`src/rtl/star_bound_mapper_pkg.sv`:
```
// Shared sizes, brightness threshold and FSM encoding
// for the star bounding-box mapper.
package star_bound_mapper_pkg;

  localparam int WIDTH     = 6;
  localparam int HEIGHT    = 6;
  localparam int X_SZ      = 3;
  localparam int Y_SZ      = 3;
  localparam int ADDR_SZ   = 6;
  localparam int COL_SZ    = 3;
  localparam int THRESHOLD = 0;
  localparam int CUR_SZ    = (X_SZ > Y_SZ) ? X_SZ : Y_SZ;

  typedef enum logic [3:0] {
    IDLE    = 4'd0,
    UP_RD   = 4'd1,
    UP_EV   = 4'd2,
    DN_RD   = 4'd3,
    DN_EV   = 4'd4,
    TB_DONE = 4'd5,
    LT_RD   = 4'd6,
    LT_EV   = 4'd7,
    RT_RD   = 4'd8,
    RT_EV   = 4'd9,
    LR_DONE = 4'd10
  } state_t;

  function automatic logic is_bright(
    input logic [COL_SZ-1:0] v
  );
    return v > COL_SZ'(THRESHOLD);
  endfunction

endpackage

```
`src/rtl/star_bound_mapper_addr.sv`:
```
// Row-major pixel address: y*WIDTH + x, zero-extended,
// wrapped to the RAM address width.
module pixel_addr_calc #(
  parameter int WIDTH   = 6,
  parameter int X_SZ    = 3,
  parameter int Y_SZ    = 3,
  parameter int ADDR_SZ = 6
) (
  input  logic [X_SZ-1:0]    i_x,
  input  logic [Y_SZ-1:0]    i_y,
  output logic [ADDR_SZ-1:0] o_addr
);

  localparam logic [ADDR_SZ-1:0] W_L = ADDR_SZ'(WIDTH);

  logic [ADDR_SZ-1:0] w_x;
  logic [ADDR_SZ-1:0] w_y;

  assign w_x    = ADDR_SZ'(i_x);
  assign w_y    = ADDR_SZ'(i_y);
  assign o_addr = w_y * W_L + w_x;

endmodule

```
`src/rtl/star_bound_mapper.sv`:
```
// Walks outward from a bright seed pixel to find the
// star's top/bottom rows and left/right columns.
module star_bound_mapper
  import star_bound_mapper_pkg::*;
(
  input  logic               clk,
  input  logic               resetn,
  input  logic               goMapRows,
  input  logic               goMapColumns,
  input  logic [X_SZ-1:0]    seedX,
  input  logic [Y_SZ-1:0]    seedY,
  input  logic [COL_SZ-1:0]  pixVal,
  output logic [ADDR_SZ-1:0] memAddr,
  output logic               topBottomFound,
  output logic               leftFound,
  output logic               rightFound,
  output logic [Y_SZ-1:0]    topY,
  output logic [Y_SZ-1:0]    botY,
  output logic [X_SZ-1:0]    leftX,
  output logic [X_SZ-1:0]    rightX,
  output logic               busy
);

  localparam logic [CUR_SZ-1:0] ONE  = CUR_SZ'(1);
  localparam logic [CUR_SZ-1:0] ZERO = CUR_SZ'(0);
  localparam logic [CUR_SZ-1:0] XMAX = CUR_SZ'(WIDTH - 1);
  localparam logic [CUR_SZ-1:0] YMAX = CUR_SZ'(HEIGHT - 1);

  state_t r_state, w_next;

  logic [CUR_SZ-1:0]  r_cur, w_cur;
  logic [X_SZ-1:0]    r_seedX, w_seedX;
  logic [Y_SZ-1:0]    r_seedY, w_seedY;
  logic [Y_SZ-1:0]    r_topY, w_topY;
  logic [Y_SZ-1:0]    r_botY, w_botY;
  logic [X_SZ-1:0]    r_leftX, w_leftX;
  logic [X_SZ-1:0]    r_rightX, w_rightX;
  logic [Y_SZ-1:0]    r_midY, w_midY;
  logic               r_tb, w_tb;
  logic               r_lf, w_lf;
  logic               r_rf, w_rf;
  logic [ADDR_SZ-1:0] r_addr;

  logic               w_probe;
  logic [X_SZ-1:0]    w_px;
  logic [Y_SZ-1:0]    w_py;
  logic [ADDR_SZ-1:0] w_addr;
  logic [Y_SZ:0]      w_sum;
  logic [Y_SZ-1:0]    w_mid;
  logic               w_row_scan;
  logic               w_col_scan;
  logic               w_abort;
  logic               w_bright;

  pixel_addr_calc #(
    .WIDTH   (WIDTH),
    .X_SZ    (X_SZ),
    .Y_SZ    (Y_SZ),
    .ADDR_SZ (ADDR_SZ)
  ) u_addr (
    .i_x    (w_px),
    .i_y    (w_py),
    .o_addr (w_addr)
  );

  assign w_sum    = {1'b0, r_topY} + {1'b0, r_botY};
  assign w_mid    = Y_SZ'(w_sum >> 1);
  assign w_bright = is_bright(pixVal);

  assign w_row_scan = (r_state == UP_RD) ||
                      (r_state == UP_EV) ||
                      (r_state == DN_RD) ||
                      (r_state == DN_EV);
  assign w_col_scan = (r_state == LT_RD) ||
                      (r_state == LT_EV) ||
                      (r_state == RT_RD) ||
                      (r_state == RT_EV);

  always_comb begin
    w_abort = 1'b0;
    unique case (1'b1)
      w_row_scan: w_abort = !goMapRows;
      w_col_scan: w_abort = !goMapColumns;
      default:    w_abort = 1'b0;
    endcase
  end

  always_comb begin
    w_next   = r_state;
    w_cur    = r_cur;
    w_seedX  = r_seedX;
    w_seedY  = r_seedY;
    w_topY   = r_topY;
    w_botY   = r_botY;
    w_leftX  = r_leftX;
    w_rightX = r_rightX;
    w_midY   = r_midY;
    w_tb     = r_tb;
    w_lf     = r_lf;
    w_rf     = r_rf;
    w_probe  = 1'b0;
    w_px     = r_seedX;
    w_py     = r_seedY;
    if (w_abort) begin
      w_next = IDLE;
      w_tb   = 1'b0;
      w_lf   = 1'b0;
      w_rf   = 1'b0;
    end else begin
      unique case (r_state)
        IDLE: begin
          w_tb = 1'b0;
          w_lf = 1'b0;
          w_rf = 1'b0;
          if (goMapRows) begin
            w_seedX = seedX;
            w_seedY = seedY;
            w_cur   = CUR_SZ'(seedY);
            w_next  = UP_RD;
          end else if (goMapColumns) begin
            w_midY = w_mid;
            w_cur  = CUR_SZ'(r_seedX);
            w_next = LT_RD;
          end
        end
        UP_RD: begin
          if (r_cur == ZERO) begin
            w_topY = '0;
            w_cur  = CUR_SZ'(r_seedY);
            w_next = DN_RD;
          end else begin
            w_probe = 1'b1;
            w_py    = Y_SZ'(r_cur - ONE);
            w_next  = UP_EV;
          end
        end
        UP_EV: begin
          if (w_bright) begin
            w_cur  = r_cur - ONE;
            w_next = UP_RD;
          end else begin
            w_topY = Y_SZ'(r_cur);
            w_cur  = CUR_SZ'(r_seedY);
            w_next = DN_RD;
          end
        end
        DN_RD: begin
          if (r_cur == YMAX) begin
            w_botY = Y_SZ'(r_cur);
            w_next = TB_DONE;
          end else begin
            w_probe = 1'b1;
            w_py    = Y_SZ'(r_cur + ONE);
            w_next  = DN_EV;
          end
        end
        DN_EV: begin
          if (w_bright) begin
            w_cur  = r_cur + ONE;
            w_next = DN_RD;
          end else begin
            w_botY = Y_SZ'(r_cur);
            w_next = TB_DONE;
          end
        end
        TB_DONE: begin
          w_tb = goMapRows;
          if (!goMapRows) w_next = IDLE;
        end
        LT_RD: begin
          if (r_cur == ZERO) begin
            w_leftX = '0;
            w_lf    = 1'b1;
            w_cur   = CUR_SZ'(r_seedX);
            w_next  = RT_RD;
          end else begin
            w_probe = 1'b1;
            w_px    = X_SZ'(r_cur - ONE);
            w_py    = r_midY;
            w_next  = LT_EV;
          end
        end
        LT_EV: begin
          if (w_bright) begin
            w_cur  = r_cur - ONE;
            w_next = LT_RD;
          end else begin
            w_leftX = X_SZ'(r_cur);
            w_lf    = 1'b1;
            w_cur   = CUR_SZ'(r_seedX);
            w_next  = RT_RD;
          end
        end
        RT_RD: begin
          if (r_cur == XMAX) begin
            w_rightX = X_SZ'(r_cur);
            w_next   = LR_DONE;
          end else begin
            w_probe = 1'b1;
            w_px    = X_SZ'(r_cur + ONE);
            w_py    = r_midY;
            w_next  = RT_EV;
          end
        end
        RT_EV: begin
          if (w_bright) begin
            w_cur  = r_cur + ONE;
            w_next = RT_RD;
          end else begin
            w_rightX = X_SZ'(r_cur);
            w_next   = LR_DONE;
          end
        end
        LR_DONE: begin
          w_lf = goMapColumns;
          w_rf = goMapColumns;
          if (!goMapColumns) w_next = IDLE;
        end
        default: w_next = IDLE;
      endcase
    end
  end

  // Address only moves on a real probe; bound checks hold it.
  assign memAddr = w_probe ? w_addr : r_addr;

  always_ff @(posedge clk) begin
    if (!resetn) begin
      r_state  <= IDLE;
      r_cur    <= '0;
      r_seedX  <= '0;
      r_seedY  <= '0;
      r_topY   <= '0;
      r_botY   <= '0;
      r_leftX  <= '0;
      r_rightX <= '0;
      r_midY   <= '0;
      r_tb     <= 1'b0;
      r_lf     <= 1'b0;
      r_rf     <= 1'b0;
      r_addr   <= '0;
    end else begin
      r_state  <= w_next;
      r_cur    <= w_cur;
      r_seedX  <= w_seedX;
      r_seedY  <= w_seedY;
      r_topY   <= w_topY;
      r_botY   <= w_botY;
      r_leftX  <= w_leftX;
      r_rightX <= w_rightX;
      r_midY   <= w_midY;
      r_tb     <= w_tb;
      r_lf     <= w_lf;
      r_rf     <= w_rf;
      r_addr   <= memAddr;
    end
  end

  assign topBottomFound = r_tb;
  assign leftFound      = r_lf;
  assign rightFound     = r_rf;
  assign topY           = r_topY;
  assign botY           = r_botY;
  assign leftX          = r_leftX;
  assign rightX         = r_rightX;
  assign busy           = (r_state != IDLE) &&
                          (r_state != TB_DONE) &&
                          (r_state != LR_DONE);

endmodule

```
`config.mk`:
```
export PLATFORM = sky130hd
export DESIGN_NAME = star_bound_mapper
export DESIGN_NICKNAME = d
export VERILOG_FILES = /design/src/rtl/star_bound_mapper_pkg.sv /design/src/rtl/star_bound_mapper_addr.sv /design/src/rtl/star_bound_mapper.sv
export SDC_FILE = /design/constraint.sdc
export NUM_CORES = 1
export LEC_CHECK = 0
export BUFFER_PORTS_ARGS = -buffer_cell sky130_fd_sc_hd__buf_2
export CORE_MARGIN = 2
export CORE_UTILIZATION = 35
export DETAILED_ROUTE_END_ITERATION = 10
export PLACE_DENSITY = 0.61
export SKIP_LAST_GASP = 1
export SYNTH_ARGS = -nofsm -noshare
export SYNTH_HDL_FRONTEND = slang
export SYNTH_SLANG_ARGS = --single-unit
```
`constraint.sdc`:
```
create_clock -name clk -period 3.2 [get_ports clk]
set_input_delay 0.32 -clock clk [delete_from_list [all_inputs] [get_ports clk]]
set_output_delay 0.32 -clock clk [all_outputs]
set_load 0.05 [all_outputs]
```
==> results of run 1 <==
==> critical path: cells and delay by family (launching register included) <==
| family | cells | cell delay [ns] |
|---|---|---|
| buffers and inverters | 3 | 0.26 |
| adders and majority gates | 3 | 0.74 |
| AOI/OAI and AO/OA | 3 | 0.54 |
| DFF | 1 | 0.37 |
| and+or+nand+nor | 3 | 0.61 |
| xor gates and xnor gates | 2 | 0.31 |
| muxes | 1 | 0.27 |
==> cells in the mapped netlist (4+ instances only) <==
library cell and n:
sky130_fd_sc_hd__a22oi_1 6, sky130_fd_sc_hd__and3b_1 4, sky130_fd_sc_hd__nand3_1 17, sky130_fd_sc_hd__xor2_1 5, sky130_fd_sc_hd__a32oi_1 4, sky130_fd_sc_hd__nor2b_1 8
sky130_fd_sc_hd__xnor2_1 4, sky130_fd_sc_hd__a21oi_1 29, sky130_fd_sc_hd__nor3_1 9, sky130_fd_sc_hd__a211oi_1 7, sky130_fd_sc_hd__clkbuf_1 10, sky130_fd_sc_hd__mux2i_1 15
sky130_fd_sc_hd__buf_4 4, sky130_fd_sc_hd__a31oi_1 6, sky130_fd_sc_hd__a22o_1 6, sky130_fd_sc_hd__ha_1 11, sky130_fd_sc_hd__inv_1 9, sky130_fd_sc_hd__buf_2 11
sky130_fd_sc_hd__nor2_1 31, sky130_fd_sc_hd__and3_1 4, sky130_fd_sc_hd__nand2_1 22, sky130_fd_sc_hd__nand2b_1 8, sky130_fd_sc_hd__o31ai_1 6, sky130_fd_sc_hd__dfxtp_1 37
sky130_fd_sc_hd__o21ai_0 8
==> metal layers <==
layer  part of all wire, %  routed length, um  GRT usage [%]  up-vias
met5                     0                  0              0        -
met4                   2.4                238           7.15        0
met3                   5.3                527           3.03       25
met2                    47               4640           32.9      112
met1                    46               4570           28.7     1526
li1                      -                  -              -     1537
==> registers in the layout, indices dropped and copies added, names as in the netlist <==
name,flops
r_cur,3
botY,3
topBottomFound,1
r_midY,3
r_state,4
leftFound,1
rightFound,1
topY,3
r_seedX,3
rightX,3
r_seedY,3
leftX,3
r_addr,6
==> layout make-up <==
class	count	area (sq um)	area share, %
clock buffers	5	68.8	1.74
inverters	12	47.5	1.20
well taps	105	131	3.32
clock inverters	3	25.0	0.632
flip-flops and latches	37	751	19.0
multi-input cells	288	2200	55.7
repair buffers	104	732	18.5
==> power groups by stage <==
stage                     logic (W)  clock network [W]  registers [W]
after CTS                   0.00204           0.000368       0.000629
after global placement      0.00195                  0       0.000632
final                       0.00211           0.000365       0.000634
after global routing        0.00227           0.000389       0.000644
after detailed placement    0.00196                  0       0.000637
after floorplan             0.00134                  0       0.000590
==> worst min path at each step <==
| stage | endpoint | cells after the start | slack [ns] | from |
|---|---|---|---|---|
| 2_1_floorplan | r_midY[1]$_SDFFE_PN0P_ | 2 | 0.46 | r_midY[1]$_SDFFE_PN0P_ |
| 3_3_place_gp | rightFound$_SDFFE_PP0P_ | 2 | 0.44 | rightFound$_SDFFE_PP0P_ |
| 3_5_place_dp | rightFound$_SDFFE_PP0P_ | 2 | 0.45 | rightFound$_SDFFE_PP0P_ |
| 4_1_cts | r_seedX[1]$_SDFFE_PN0P_ | 3 | 0.25 | seedX[1] |
| 5_1_grt | r_seedY[0]$_SDFFE_PN0P_ | 3 | 0.28 | seedY[0] |
| 6_report | r_seedX[1]$_SDFFE_PN0P_ | 3 | 0.25 | seedX[1] |
==> cells in the final DEF (no fill, tap or decap), types with 4 or more instances in the layout <==
cell	synthesis	final
sky130_fd_sc_hd__a211oi_1	7	7
sky130_fd_sc_hd__a21oi_1	29	28
sky130_fd_sc_hd__a22o_1	6	6
sky130_fd_sc_hd__a22oi_1	6	6
sky130_fd_sc_hd__a31oi_1	6	6
sky130_fd_sc_hd__a32oi_1	4	4
sky130_fd_sc_hd__and3_1	4	4
sky130_fd_sc_hd__and3b_1	4	4
sky130_fd_sc_hd__buf_2	11	30
sky130_fd_sc_hd__buf_4	4	68
sky130_fd_sc_hd__buf_6	2	5
sky130_fd_sc_hd__clkbuf_8	0	5
sky130_fd_sc_hd__dfxtp_1	37	31
sky130_fd_sc_hd__dfxtp_2	0	5
sky130_fd_sc_hd__ha_1	11	8
sky130_fd_sc_hd__inv_1	9	6
sky130_fd_sc_hd__inv_2	3	5
sky130_fd_sc_hd__mux2i_1	15	15
sky130_fd_sc_hd__nand2_1	22	21
sky130_fd_sc_hd__nand2b_1	8	7
sky130_fd_sc_hd__nand3_1	17	17
sky130_fd_sc_hd__nor2_1	31	29
sky130_fd_sc_hd__nor2b_1	8	7
sky130_fd_sc_hd__nor3_1	9	6
sky130_fd_sc_hd__nor3_2	3	5
sky130_fd_sc_hd__o21ai_0	8	8
sky130_fd_sc_hd__o31ai_1	6	6
sky130_fd_sc_hd__xor2_1	5	5
==> repair_timing <==
action                                  in CTS  in global routing
endpoints found under the setup margin       4                  7
buffers inserted                             4                  5
pin swaps                                    6                  9
resized for setup                           21                  7
==> through the flow <==
stage                     utilization (%)  area (sq um)
final                                47.7          3960
after global routing                 47.7          3960
after CTS                            47.0          3900
after detailed placement             44.7          3710
after global placement               44.7          3710
after floorplan                         -          3090
==> cell families after synthesis <==
group / count (synthesis) / synth area share, %
AND/OR/NAND/NOR: 134 / 26.0
buffers and inverters: 39 / 6.28
flip-flops: 37 / 24.5
adder cells (fa/ha/maj): 15 / 6.86
XOR/XNOR: 9 / 2.60
AO/OA/AOI/OAI: 112 / 27.6
multiplexers: 18 / 6.20
==> results_dict.tcl, run 1 <==
set metrics [dict create \
    power_density_nw_per_um2 786 \
    power.switching_w 0.00152 \
    worst_slack_ns -0.522 \
    dr_total_vias 3200 \
    max_stage_delay_ns 0.46 \
    first_pass_grt_wire_length_um 15800 \
    dr.first_iter.drc_count 250 \
    dr.pass1.iters 4 \
    vdd_ir_drop_max_mv 0.401 \
    combPwrFrac_pct 67.9 \
    power.sequential.fraction_pct 20.4 \
    fp.coreArea_sq_um 8300 \
    critPathCaptureType "primary output" \
    slowest_stage "sky130_fd_sc_hd__fa_1" \
    cts.hold.buffers_added 0 \
    clock_latency_ns 0.31 \
    timing.max_slew.rel_slack_pct 53.9 \
    final_hold_viol_count 0 \
    power.static_leakage_nw 1.67 \
    synth_top_cells_by_area "sky130_fd_sc_hd__dfxtp_1, sky130_fd_sc_hd__mux2i_1, sky130_fd_sc_hd__a21oi_1, sky130_fd_sc_hd__ha_1, sky130_fd_sc_hd__nor2_1" \
    run_status "finished with violations" \
    clock_network_fraction_of_total_power_pct 11.7 \
    cp_data_arrival_time_ns 3.40 \
    synth_top_area_share_pct 24.5 \
    grt_overflow 0 \
    die-height_um 97.0 \
    timing.critical_path.to "memAddr[4]" \
    report.final.setup_viol 5 \
    placed_cell_count 538 \
    final-max-slew-violation-count 0 \
    transition_time_at_the_pin_with_the_least_slew_margin_ns 0.675 \
    cp_cell_sequence "inv_4 -> ha_4 -> or3b_4 -> a21o_1 -> a21o_1 -> nand2_2 -> a22o_1 -> ha_1 -> inv_1 -> fa_1 -> nor2_1 -> xor2_1 -> xnor2_1 -> mux2_4 -> buf_6" \
    htree_levels 2 \
    p_int_w 0.00160 \
    globalplace.congestion 0.981 \
    num_rows 33 \
    grt_antenna_before_repair 0 \
    criticalPathCategory "register to primary output" \
    dp.final_hpwl_um 7520 \
    worst_r2r_path_depth 16 \
    clock_path_buffers 2 \
    post-synth-top-area-cell "sky130_fd_sc_hd__dfxtp_1" \
    total_nets_final 475 \
    clock_sinks 37 \
    timing.critical_path.from_type "register" \
    avgRoutedWirePerCell_um 18.0 \
    ys.warnings.count 0 \
    cts-buffers-inserted 5 \
    antennaDiodeCount 0 \
    async_reset_ff_share_pct 0 \
    timing.critical_path.from "r_cur[0]$_SDFFE_PN0P_" \
    setup_total_negative_slack_ns -1.73 \
    sw_frac_of_total_pct 48.7 \
    worstHoldPathType "primary input to register" \
    grt_pass1_vias 3057 \
    synth_cell_type_count 75 \
    start_util_pct 36.5 \
    grtUsageTotal_pct 20.7 \
    fin_crit_sh_pct 116 \
    post_route_cells_drive_above_1_share_pct 37.0 \
    clock-skew-final_ns 0.0154 \
    worst_hold_slack_ns 0.250 \
    drc 0 \
    avg_inst_size_synth_sq_um 8.32 \
    cts.root.buffer_cell "sky130_fd_sc_hd__clkbuf_8" \
    grt_max_degree 29 \
    rsz0062_at_grt "true" \
    total_power_w 0.00311 \
    synth_edf_count 0 \
    ys_seq_elements 37 \
    io_pins 35 \
    critical_path_required_ns 2.88 \
    failed_checks "setup timing" \
    final_period_minus_worst_setup_slack_ns 3.72 \
    tritoncts "done" \
    layout.filler_cells 801 \
    detail_route.vias_per_cell 5.78 \
    finalWirelength_um 9970 \
    syn_nets 391 \
    signed_area_change_from_the_synthesized_netlist_to_the_final_layout_pct 30.7 \
    r2r-end "r_addr[4]$_SDFF_PN0_" \
    post_synthesis_sequential_area_ratio_pct 24.5 \
    synth_ff_type "sky130_fd_sc_hd__dfxtp_1" \
    die_w_um 97.0 \
    timing.critical_path.fanout_max 4 \
    crit-reg2reg-launch "r_cur[0]$_SDFFE_PN0P_" \
    ant_nets 0 \
    drv.max_cap_violation_count 0 \
    die_area_sq_um 9410 \
    io_buf_count 34 \
    fmax_mhz 269 \
    post_synth_inst_count 364 \
    critical-path-top-cell-by-count "sky130_fd_sc_hd__a21o_1" \
    clkSlewWorstSetupHoldPaths_ns 0.09 \
    synth_area_sq_um 3030 \
    regToRegSetupSlack_ns -0.04 \
    instances_no_fill 554 \
    post-place-ws_ns -0.292 \
]
Power figures use the tool's default switching activity.
==> run 2, diff against run 1 <==
- SETUP_SLACK_MARGIN: default -> 0.5
==> results_dict.tcl, run 2 (synthesis results as in run 1) <==
set metrics [dict create \
    run_status "finished with violations" \
    failed_checks "setup timing" \
    power.static_leakage_nw 1.70 \
    most_frequent_cells_in_the_layout "sky130_fd_sc_hd__buf_4, sky130_fd_sc_hd__dfxtp_1, sky130_fd_sc_hd__a21oi_1" \
    antennaDiodeCount 0 \
    vdd_ir_drop_max_mv 0.307 \
    final_hold_viol_count 0 \
    post_route_cells_drive_above_1_share_pct 37.2 \
    fmax_mhz 272 \
    regMostFlops "r_addr" \
    globalplace.congestion 0.931 \
    largest_registers "r_addr: 6 flops, r_state: 4 flops" \
    largest_reg_flops 6 \
    timing.max_slew.rel_slack_pct 60.0 \
    start_util_pct 36.5 \
    cts-buffers-inserted 5 \
    critical_path_required_ns 2.88 \
    total_nets_final 478 \
    final-max-slew-violation-count 0 \
    clock_sinks 37 \
    clock_path_buffers 2 \
    finalWirelength_um 9830 \
    die_area_sq_um 9410 \
    critPathCaptureType "primary output" \
    clock_latency_ns 0.30 \
    grt_pass1_vias 3131 \
    met1_wirelength_um 4570 \
    post-place-ws_ns -0.214 \
    worst_slack_ns -0.483 \
    fp.coreArea_sq_um 8300 \
    total_power_w 0.00322 \
    cts.hold.buffers_added 0 \
    route.met3.wl_um 412 \
    first_pass_grt_wire_length_um 16300 \
    grt_max_degree 29 \
    io_buf_count 34 \
    transition_time_at_the_pin_with_the_least_slew_margin_ns 0.595 \
    timing.critical_path.fanout_max 4 \
    timing.critical_path.from_type "register" \
    die-height_um 97.0 \
    num_rows 33 \
    signed_area_change_from_the_synthesized_netlist_to_the_final_layout_pct 32.8 \
    report.final.setup_viol 5 \
    ant_nets 0 \
    final_period_minus_worst_setup_slack_ns 3.68 \
    fin_crit_sh_pct 115 \
    detail_route.vias_per_cell 5.65 \
    cp_data_arrival_time_ns 3.36 \
    avgRoutedWirePerCell_um 17.6 \
    drc 0 \
    dp.final_hpwl_um 7360 \
    htree_levels 2 \
    layout.core_utilization_pct 48.5 \
    dr.first_iter.drc_count 306 \
    grt_overflow 0 \
    tritoncts "done" \
    top_layer "met4" \
    criticalPathCategory "register to primary output" \
    rsz0062_at_grt "true" \
    cts.root.buffer_cell "sky130_fd_sc_hd__clkbuf_8" \
    layout_commonest_cell "sky130_fd_sc_hd__buf_4" \
    final_design_area_no_fill_sq_um 4020 \
    grtUsageTotal_pct 21.1 \
    clock-skew-final_ns 0.0106 \
    place_area_sq_um 3740 \
    worstHoldPathType "primary input to register" \
    clkSlewWorstSetupHoldPaths_ns 0.08 \
    dr.pass1.iters 5 \
    drv.max_cap_violation_count 0 \
    power_density_nw_per_um2 799 \
    io_pins 35 \
    die_w_um 97.0 \
    worst_hold_slack_ns 0.260 \
    grt_antenna_before_repair 0 \
    dr_total_vias 3148 \
    wl_met2_um 4710 \
]
[run 2: per-stage QoR]
step / setup TNS, ns / cells
floorplan: -0.126 / 364
global route: -2.40 / 557
finish: -1.79 / 557
CTS: -1.50 / 552
detailed placement: -0.424 / 540
global placement: -0.216 / 540
[run 2: what timing repair did]
| action | CTS | global route |
|---|---|---|
| buffers inserted | 4 | 5 |
| gates resized for setup | 18 | 11 |
| pin swaps | 8 | 7 |
| setup endpoints to repair | 10 | 10 |
| cloned | 0 | 0 |
[run 2: critical path, stage by stage, from the launching register on]
cell,delay [ns]
sky130_fd_sc_hd__dfxtp_4,0.36
sky130_fd_sc_hd__inv_4,0.06
sky130_fd_sc_hd__ha_4,0.14
sky130_fd_sc_hd__or3b_1,0.36
sky130_fd_sc_hd__a21o_1,0.18
sky130_fd_sc_hd__a21o_1,0.18
sky130_fd_sc_hd__nand2_2,0.10
sky130_fd_sc_hd__a22o_1,0.18
sky130_fd_sc_hd__buf_4,0.12
sky130_fd_sc_hd__buf_6,0.09
sky130_fd_sc_hd__ha_4,0.13
sky130_fd_sc_hd__inv_2,0.04
sky130_fd_sc_hd__fa_2,0.33
sky130_fd_sc_hd__buf_4,0.14
sky130_fd_sc_hd__xor2_1,0.17
sky130_fd_sc_hd__nor3_2,0.30
sky130_fd_sc_hd__nor2_4,0.05
sky130_fd_sc_hd__buf_6,0.15
[run 2: worst paths after layout]
kind                      startpoint                      end  slack [ns]  depth (start not counted)
max            r_cur[0]$_SDFFE_PN0P_               memAddr[3]       -0.48                         17
max reg2reg    r_cur[0]$_SDFFE_PN0P_     r_addr[4]$_SDFF_PN0_       -0.12                         17
min                         seedX[0]  r_seedX[0]$_SDFFE_PN0P_        0.26                          3
min reg2reg  rightFound$_SDFFE_PP0P_  rightFound$_SDFFE_PP0P_        0.47                          2
[run 2: report_power, final]
group / leakage [nW] / switching, W / internal (W) / total (W)
sequential: 0.303 / 0.0000784 / 0.000533 / 0.000612
clock: 0.0554 / 0.000190 / 0.000234 / 0.000425
combinational: 1.34 / 0.00124 / 0.000936 / 0.00218
total: 1.70 / 0.00151 / 0.00170 / 0.00322
[run 2: layout make-up]
cell class / instances / area [sq um]
clock buffer: 6 / 72.6
fill: 782 / 4280
tap: 105 / 131
clock inverter: 2 / 38.8
inverter: 12 / 50.0
multi-input combinational: 288 / 2220
sequential: 37 / 751
timing repair buffer: 107 / 759
[run 2: per-layer routing]
layer / vias up / track usage (%)
met2: 97 / 35.0
met1: 1510 / 29.3
met4: 0 / 5.20
met5: - / 0
met3: 13 / 2.46
li1: 1528 / -
